===== config.mk =====
export PLATFORM = sky130hd
export DESIGN_NAME = snoopy_command_bus
export DESIGN_NICKNAME = d
export VERILOG_FILES = /design/src/rtl/snoopy_command_bus.sv
export SDC_FILE = /design/constraint.sdc
export NUM_CORES = 1
export LEC_CHECK = 0
export CAP_MARGIN = 15
export CORE_MARGIN = 2
export CORE_UTILIZATION = 54
export DETAILED_ROUTE_END_ITERATION = 16
export DONT_BUFFER_PORTS = 1
export PLACE_DENSITY = 0.69
export SLEW_MARGIN = 20
export SYNTH_ARGS = -nofsm -noshare
export SYNTH_HDL_FRONTEND = slang
export SYNTH_SLANG_ARGS = --single-unit
export TNS_END_PERCENT = 30

===== constraint.sdc =====
create_clock -name clock -period 4.8 [get_ports clock]
set_input_delay 0.48 -clock clock [delete_from_list [all_inputs] [get_ports clock]]
set_output_delay 0.48 -clock clock [all_outputs]
set_load 0.02 [all_outputs]

===== src/rtl/snoopy_command_bus.sv =====
// rtl/snoopy_command_bus.sv - snoopy command broadcast endpoint with per-cache ack collection
// Optional wait-state timeout enabled by defining SNOOPY_BUS_TIMEOUT_EN.
module snoopy_command_bus #(
  parameter int NUMBER_OF_CACHES   = 4,
  parameter int CACHE_NUMBER_WIDTH = $clog2(NUMBER_OF_CACHES),
  parameter int COMMAND_WIDTH      = 2,
  parameter int TIMEOUT_CYCLES     = 64
) (
  input  logic                          clock,
  input  logic                          reset,
  input  logic [COMMAND_WIDTH-1:0]      snoopyCommandOut,
  input  logic [CACHE_NUMBER_WIDTH-1:0] cacheNumberOut,
  output logic [COMMAND_WIDTH-1:0]      snoopyCommandIn,
  output logic [NUMBER_OF_CACHES-1:0]   snoopValid,
  input  logic [NUMBER_OF_CACHES-1:0]   snoopAck,
  output logic                          isInvalidated,
  output logic                          busy,
  output logic                          timeoutError
);

  localparam logic [COMMAND_WIDTH-1:0] CMD_NONE = '0;

  typedef enum logic [1:0] {
    S_IDLE      = 2'd0,
    S_BROADCAST = 2'd1,
    S_WAIT      = 2'd2,
    S_DONE      = 2'd3
  } state_t;

  state_t                        state_q, state_d;
  logic [COMMAND_WIDTH-1:0]      cmd_q, cmd_d;
  logic [NUMBER_OF_CACHES-1:0]   pending_q, pending_d;
  logic [NUMBER_OF_CACHES-1:0]   req_mask;
  logic [NUMBER_OF_CACHES-1:0]   pending_acked;
  logic                          timeout_hit;

  logic [COMMAND_WIDTH-1:0]      snoop_cmd_q, snoop_cmd_d;
  logic [NUMBER_OF_CACHES-1:0]   snoop_valid_q, snoop_valid_d;
  logic                          is_inv_q, is_inv_d;
  logic                          busy_q, busy_d;

  // Everyone but the requester; an out-of-range requester snoops all caches.
  always_comb begin
    req_mask = '1;
    if (int'(cacheNumberOut) < NUMBER_OF_CACHES) begin
      req_mask[cacheNumberOut] = 1'b0;
    end
  end

  assign pending_acked = pending_q & ~snoopAck;

`ifdef SNOOPY_BUS_TIMEOUT_EN
  localparam int TW = $clog2(TIMEOUT_CYCLES + 1);
  localparam logic [TW-1:0] T_LIMIT = TW'(TIMEOUT_CYCLES);

  logic [TW-1:0] wait_cnt_q, wait_cnt_d;
  logic          timeout_err_q, timeout_err_d;

  // Held at zero outside WAIT so every WAIT entry starts a fresh count.
  always_comb begin
    wait_cnt_d = wait_cnt_q;
    if (state_q != S_WAIT) begin
      wait_cnt_d = '0;
    end else if (wait_cnt_q != T_LIMIT) begin
      wait_cnt_d = wait_cnt_q + 1'b1;
    end
  end

  assign timeout_hit   = (state_q == S_WAIT) && (wait_cnt_d == T_LIMIT) && (pending_acked != '0);
  assign timeout_err_d = timeout_err_q | timeout_hit;
  assign timeoutError  = timeout_err_q;

  always_ff @(posedge clock or negedge reset) begin
    if (!reset) begin
      wait_cnt_q    <= '0;
      timeout_err_q <= 1'b0;
    end else begin
      wait_cnt_q    <= wait_cnt_d;
      timeout_err_q <= timeout_err_d;
    end
  end
`else
  assign timeout_hit  = 1'b0;
  assign timeoutError = 1'b0;
`endif

  always_ff @(posedge clock or negedge reset) begin
    if (!reset) begin
      state_q       <= S_IDLE;
      cmd_q         <= CMD_NONE;
      pending_q     <= '0;
      snoop_cmd_q   <= CMD_NONE;
      snoop_valid_q <= '0;
      is_inv_q      <= 1'b0;
      busy_q        <= 1'b0;
    end else begin
      state_q       <= state_d;
      cmd_q         <= cmd_d;
      pending_q     <= pending_d;
      snoop_cmd_q   <= snoop_cmd_d;
      snoop_valid_q <= snoop_valid_d;
      is_inv_q      <= is_inv_d;
      busy_q        <= busy_d;
    end
  end

  always_comb begin
    state_d   = state_q;
    cmd_d     = cmd_q;
    pending_d = pending_q;
    case (state_q)
      S_IDLE: begin
        if (snoopyCommandOut != CMD_NONE) begin
          state_d   = S_BROADCAST;
          cmd_d     = snoopyCommandOut;
          pending_d = req_mask;
        end
      end
      S_BROADCAST: begin
        state_d = (pending_q == '0) ? S_DONE : S_WAIT;
      end
      S_WAIT: begin
        pending_d = pending_acked;
        if ((pending_acked == '0) || timeout_hit) begin
          state_d = S_DONE;
        end
      end
      S_DONE: begin
        if (snoopyCommandOut == CMD_NONE) begin
          state_d   = S_IDLE;
          cmd_d     = CMD_NONE;
          pending_d = '0;
        end
      end
      default: state_d = S_IDLE;
    endcase
  end

  // Outputs are decoded from the next state so they register together with it.
  always_comb begin
    snoop_cmd_d   = CMD_NONE;
    snoop_valid_d = '0;
    is_inv_d      = 1'b0;
    busy_d        = (state_d != S_IDLE);
    case (state_d)
      S_BROADCAST, S_WAIT: begin
        snoop_cmd_d   = cmd_d;
        snoop_valid_d = pending_d;
      end
      S_DONE:  is_inv_d = 1'b1;
      default: ;
    endcase
  end

  assign snoopyCommandIn = snoop_cmd_q;
  assign snoopValid      = snoop_valid_q;
  assign isInvalidated   = is_inv_q;
  assign busy            = busy_q;

endmodule


==> results.yml, run 1 <==
drt:
  wl_microns: 1580
  first_pass_iters: 4
  wl_per_cell_microns: 15.6
  vias: 591
  drc: 0
  ant_nets: 0
  drt_iter0_markers: 15
  vias_per_cell: 5.85
pwr:
  finalPower_mw: 0.589
  p_leak_nw: 0.429
  power_density_nw_per_um2: 655
  vdd_drop_max_v: 0.000321
die:
  start_util_pct: 57.1
  num_rows: 14
  die-area_sq_um: 1930
  core_sq_um: 1510
  dieHeight_microns: 43.9
  chipWidth_microns: 43.9
  io_pins: 19
setup_path:
  worstPathArrival_ns: 2.15
  crit_required_ns: 4.97
  worstSetupPathType: "flip-flop to flip-flop"
  crit_path_end_kind: "flip-flop"
  cp_max_fo: 9
  worstSetupStartpointType: "flip-flop"
grt:
  grt_pass1_vias: 611
  grt_max_degree: 17
  globalRouteTotalUtil_pct: 18.9
  grt-ovfl-total: 0
  grt_pass1_wl_microns: 2620
  antenna_found_initial: 0
flow_run:
  cap_viol_max_count: 0
clocking:
  clockBufferDepth: 2
  path_clk_slew_ns: 0.08
  insertion_delay_ns: 0.28
  cts_buffers: 3
  h-tree-depth: 1
  clockRootBuffer: "clkbuf_4"
  cts_tree: "yes"
  cts_resized: 0
  cts.sinks: 16
layout:
  finalNetCount: 102
  fin_area_sq_um: 900
  drive_gt1_share_pct: 8.24
  fillers: 131
  antenna_cells: 0
  seq_area_sq_um: 400
  multi_input_area_sq_um: 414
  syn_to_final_growth_pct: 4.66
  instances_no_fill: 101
hold_path:
  hp-class: "input pin to flip-flop"
synthesis:
  yosysWarnings: 0
  avgSynthCellArea_sq_um: 10.4
  ys_seq_area_share_pct: 46.6
  synth_cell_types: 24
  synth_seq_cells: 16
  synth_fp_nets: 99
  synth_area_sq_um: 860
  synth_cells: 83
timing:
  relSlewSlack_pct: 54.5
  hold_viol_final: 0
  rsz0062_at_grt: "no"
  tns_ns: 0
  report.final.slew_viol_count: 0
  period_share_pct: 41.2
  fin_crit_ns: 1.98
  worst_pin_slew_ns: 0.681
  max_freq_ghz: 0.506
  skew_ns: 0.00840
  finalSetupViolCount: 0
  layout_setup_ws_ns: 2.82
placed_design:
  gp_congestion: 0.856
  placedCellCount: 96
  portBuffers: 0
  dpl.hpwl_microns: 1230
  dpl_worst_slack_ns: 2.83
  placed_cell_area_sq_um: 853
run_status:
  status: "finished clean"
critical path, cell delays in order, from the launching register on:
cell,delay [ns]
dfrtp_1,0.44
inv_1,0.14
ha_1,0.31
nor3b_2,0.39
nand2_1,0.09
nand2_1,0.08
ha_1,0.28
and2_1,0.16
final timing paths:
kind                                            from                           end  slack [ns]  cells past startpoint
worst max-delay path            state_q[0]$_DFF_PN0_  snoopyCommandIn[0]$_DFF_PN0_        2.82                      7
worst min-delay path             snoopyCommandOut[0]            cmd_q[0]$_DFF_PN0_        0.33                      2
worst max register to register  state_q[0]$_DFF_PN0_  snoopyCommandIn[0]$_DFF_PN0_        2.82                      7
worst min register to register    cmd_q[1]$_DFF_PN0_            cmd_q[1]$_DFF_PN0_        0.50                      2
max in group asynchronous                      reset          state_q[0]$_DFF_PN0_        3.69                      1
min in group asynchronous                      reset        pending_q[0]$_DFF_PN0_        0.67                      1
per-layer routing:
| metal | track usage, % | vias up | wire [microns] |
|---|---|---|---|
| met3 | 7.08 | 2 | 114 |
| li1 | - | 290 | - |
| met4 | 5.45 | 0 | 14 |
| met1 | 23.2 | 282 | 641 |
| met2 | 31.2 | 17 | 804 |
| met5 | 0 | - | 0 |
per-stage QoR:
step / hold WS [ns] / util, %
final: 0.330 / 59.7
after global routing: 0.324 / 59.7
after CTS: 0.323 / 59.7
after detailed placement: 0.185 / 56.6
after global placement: 0.185 / 56.6
after floorplan: 0.184 / -
synthesized netlist by cell type:
master / instances / share of area [%]
nand2_1: 10 / 4.4
nor3b_1: 1 / 0.87
inv_1: 5 / 2.2
o21a_4: 1 / 1.7
conb_1: 1 / 0.44
nor2b_1: 8 / 5.8
a211oi_1: 1 / 0.87
o221ai_1: 4 / 4.1
o41ai_1: 4 / 4.1
dfrtp_1: 16 / 47
a21oi_1: 2 / 1.2
a31o_2: 1 / 1.0
ha_1: 6 / 8.7
and2_1: 6 / 4.4
buf_4: 2 / 1.7
a21boi_0: 1 / 0.87
o31ai_1: 2 / 1.7
o21ai_0: 1 / 0.58
nor3b_2: 1 / 1.5
a41oi_1: 1 / 1.0
buf_6: 1 / 1.3
nand2b_1: 4 / 2.9
a31oi_1: 1 / 0.73
nor2_1: 3 / 1.3
power breakdown:
part	switching [mW]	leakage (nW)	total, mW	internal [mW]
combinational	0.149	0.200	0.269	0.120
sequential	0.0516	0.208	0.234	0.183
clock	0.0396	0.0210	0.0857	0.0462
final cells by class:
| type | instances | area share (%) |
|---|---|---|
| Timing Repair Buffer | 1 | 1.11 |
| Sequential cell | 16 | 44.5 |
| Tap cell | 16 | 2.23 |
| Inverter | 5 | 2.09 |
| Multi-Input combinational cell | 59 | 46.0 |
| Clock buffer | 4 | 4.03 |
placed cells by master (no fill, tap or decap):
| cell type | netlist | final |
|---|---|---|
| a211oi_1 | 1 | 1 |
| a21boi_0 | 1 | 1 |
| a21oi_1 | 2 | 2 |
| a31o_2 | 1 | 1 |
| a31oi_1 | 1 | 1 |
| a41oi_1 | 1 | 1 |
| and2_1 | 6 | 6 |
| clkbuf_4 | 0 | 3 |
| clkbuf_8 | 0 | 1 |
| conb_1 | 1 | 1 |
| dfrtp_1 | 16 | 16 |
| dlygate4sd3_1 | 0 | 1 |
| ha_1 | 6 | 6 |
| inv_1 | 5 | 5 |
| nand2_1 | 10 | 10 |
| nand2b_1 | 4 | 4 |
| nor2_1 | 3 | 3 |
| nor2b_1 | 8 | 8 |
| nor3b_1 | 1 | 1 |
| nor3b_2 | 1 | 1 |
| o21a_4 | 1 | 1 |
| o21ai_0 | 1 | 1 |
| o221ai_1 | 4 | 4 |
| o31ai_1 | 2 | 2 |
| o41ai_1 | 4 | 4 |
repair_timing:
action / 4_1_cts / 5_1_grt
hold buffers: 1 / 0
setup buffers: 0 / 0
endpoints found under the hold margin: 16 / 0
kinds of logic (layout without fill, tap and decap cells):
logic type | Yosys count | count (layout) | synth area share (%)
AOI/OAI and AO/OA | 19 | 19 | 17.9
adders and majority gates | 6 | 6 | 8.73
buffers and inverters | 8 | 10 | 5.24
DFF | 16 | 16 | 46.6
other | 1 | 1 | 0.436
and+or+nand+nor | 33 | 33 | 21.1
registers in the layout, indices dropped and copies added, names as in the netlist:
| name | cells |
|---|---|
| isInvalidated | 1 |
| busy | 1 |
| snoopyCommandIn | 2 |
| snoopValid | 4 |
| pending_q | 4 |
| cmd_q | 2 |
| state_q | 2 |
No activity file was read; power rests on OpenSTA's default activity.
==> run 2: changes to the inputs <==
--- a/config.mk
+++ b/config.mk
@@ -10,7 +10,7 @@
 export CORE_UTILIZATION = 54
 export DETAILED_ROUTE_END_ITERATION = 16
 export DONT_BUFFER_PORTS = 1
-export PLACE_DENSITY = 0.69
+export PLACE_DENSITY = 0.72
 export SLEW_MARGIN = 20
 export SYNTH_ARGS = -nofsm -noshare
 export SYNTH_HDL_FRONTEND = slang
==> constraint.sdc (replaced) <==
create_clock -name clock -period 1.65 [get_ports clock]
set_input_delay 0.165 -clock clock [delete_from_list [all_inputs] [get_ports clock]]
set_output_delay 0.165 -clock clock [all_outputs]
set_load 0.02 [all_outputs]
==> results.yml, run 2 (synthesized netlist as in run 1, its figures left out) <==
setup_path:
  r2r-end: "snoopValid[2]$_DFF_PN0_"
  crit_required_ns: 1.83
  worst-path-buf-inv: 1
  crit_path_end_kind: "flip-flop"
  cp_slowest_cell: "dfrtp_1"
  worstSetupPathType: "flip-flop to flip-flop"
  cp_max_fo: 6
  reg2reg_slack_ns: -0.12
  slowest_delay_ns: 0.44
  worstPathArrival_ns: 1.95
  critical_path.top_delay_family: "flip-flops"
  r2r-start: "state_q[1]$_DFF_PN0_"
  worstSetupStartpointType: "flip-flop"
  crit_path_cell_trace: "inv_2 > ha_4 > nor3b_2 > a21oi_1 > o21ai_1 > nand2_2 > ha_4 > and2_1"
  crit_top_cell: "ha_4"
  rr_worst_depth: 8
drt:
  vias: 718
  wl_per_cell_microns: 16.7
  wl_microns: 2110
  first_pass_iters: 4
  vias_per_cell: 5.70
  ant_nets: 0
  drt_iter0_markers: 8
  drc: 0
grt:
  antenna_found_initial: 0
  grt-ovfl-total: 0
  globalRouteTotalUtil_pct: 23.4
  grt_max_degree: 17
  grt_pass1_wl_microns: 3240
  grt_pass1_vias: 749
clocking:
  cts_buffers: 3
  insertion_delay_ns: 0.28
  path_clk_slew_ns: 0.09
  clockRootBuffer: "clkbuf_4"
  clockBufferDepth: 2
  cts_tree: "yes"
  h-tree-depth: 1
  cts.sinks: 16
timing:
  hold_viol_final: 0
  layout_setup_ws_ns: -0.121
  relSlewSlack_pct: 54.6
  worst_pin_slew_ns: 0.679
  finalSetupViolCount: 8
  report.final.slew_viol_count: 0
  rsz0062_at_grt: "yes"
  period_share_pct: 107
  fin_crit_ns: 1.77
  skew_ns: 0.000924
  max_freq_ghz: 0.565
die:
  core_sq_um: 1510
  num_rows: 14
  io_pins: 19
  chipWidth_microns: 43.9
  start_util_pct: 57.1
  die-area_sq_um: 1930
  dieHeight_microns: 43.9
layout:
  mostFrequentLayoutCells: "19 x buf_4, 16 x dfrtp_1, 9 x nand2_1, 6 x nor2b_1, 5 x ha_4"
  fin_area_sq_um: 1280
  antenna_cells: 0
  final_common_cell: "buf_4"
  syn_to_final_growth_pct: 49.3
  drive_gt1_share_pct: 49.1
  finalNetCount: 127
run_status:
  failed_checks: "negative setup slack"
  status: "finished, violations left"
hold_path:
  min_to: "cmd_q[0]$_DFF_PN0_"
  hold_start: "snoopyCommandOut[0]"
  worstHoldPathCells: 2
  hp-class: "input pin to flip-flop"
pwr:
  p_leak_nw: 0.598
  power_density_nw_per_um2: 2100
  vdd_drop_max_v: 0.00144
placed_design:
  placed_cell_area_sq_um: 1010
  dpl.hpwl_microns: 1400
  dpl_worst_slack_ns: -0.139
  portBuffers: 0
  gp_congestion: 0.806
flow_run:
  cap_viol_max_count: 0
## run 2: changes by cell type in the layout (fill, tap and decap cells not counted), moves of 3 or more
cell | before | now
ha_1 | 6 | 0
and2_1 | 6 | 3
ha_4 | 0 | 5
o41ai_2 | 0 | 3
and2_4 | 0 | 3
buf_4 | 0 | 19
buf_6 | 0 | 4
o41ai_1 | 4 | 0
## run 2: worst max-delay path by stage
stage	from	end	slack, ns	depth (start not counted)
2_1_floorplan	state_q[1]$_DFF_PN0_	snoopyCommandIn[0]$_DFF_PN0_	-0.01	7
3_3_place_gp	state_q[1]$_DFF_PN0_	snoopValid[0]$_DFF_PN0_	-0.12	8
3_5_place_dp	state_q[1]$_DFF_PN0_	snoopValid[3]$_DFF_PN0_	-0.14	8
4_1_cts	state_q[0]$_DFF_PN0_	snoopValid[3]$_DFF_PN0_	-0.05	7
5_1_grt	state_q[1]$_DFF_PN0_	snoopValid[2]$_DFF_PN0_	-0.18	8
6_report	state_q[1]$_DFF_PN0_	snoopValid[2]$_DFF_PN0_	-0.12	8
## run 2: stage by stage
step           total power [mW]  setup TNS (ns)  std cells  util (%)  hold WS, ns
3_5_place_dp               1.84          -0.894        111      66.9       -0.130
2_1_floorplan              1.39         -0.0847         83         -       -0.131
4_1_cts                    2.42          -0.294        121      77.7      0.00556
5_1_grt                    2.86           -1.20        126      85.2       0.0398
6_report                   2.70          -0.654        126      85.2       0.0339
3_3_place_gp               1.81          -0.733        111      66.9       -0.130
## run 2: layout make-up
class	instances	area [sq um]
clock buffer	4	36.3
multi-input combinational	59	581
tap	16	20.0
sequential	16	400
inverter	5	18.8
fill	78	223
timing repair buffer	26	228
## run 2: per-layer routing
layer  track usage [%]  vias up  share of wire, %
met1              30.0      350                42
met4              12.7        0               2.0
met2              39.1       17                53
met3              1.67        6               3.3
li1                  -      345                 -
met5                 0        -                 0
## run 2: report_power, final
part	internal, mW	leakage, nW	switching, mW
Combinational	0.998	0.370	0.766
Clock	0.134	0.0210	0.112
Sequential	0.531	0.208	0.158
Total	1.66	0.598	1.04
## run 2: timing repair
item,4_1_cts,5_1_grt
setup buffers,5,4
endpoints found under the setup margin,10,10
pin swaps,7,7
endpoints found under the hold margin,16,1
resized for setup,13,14
gates cloned,0,0
hold buffers,1,1
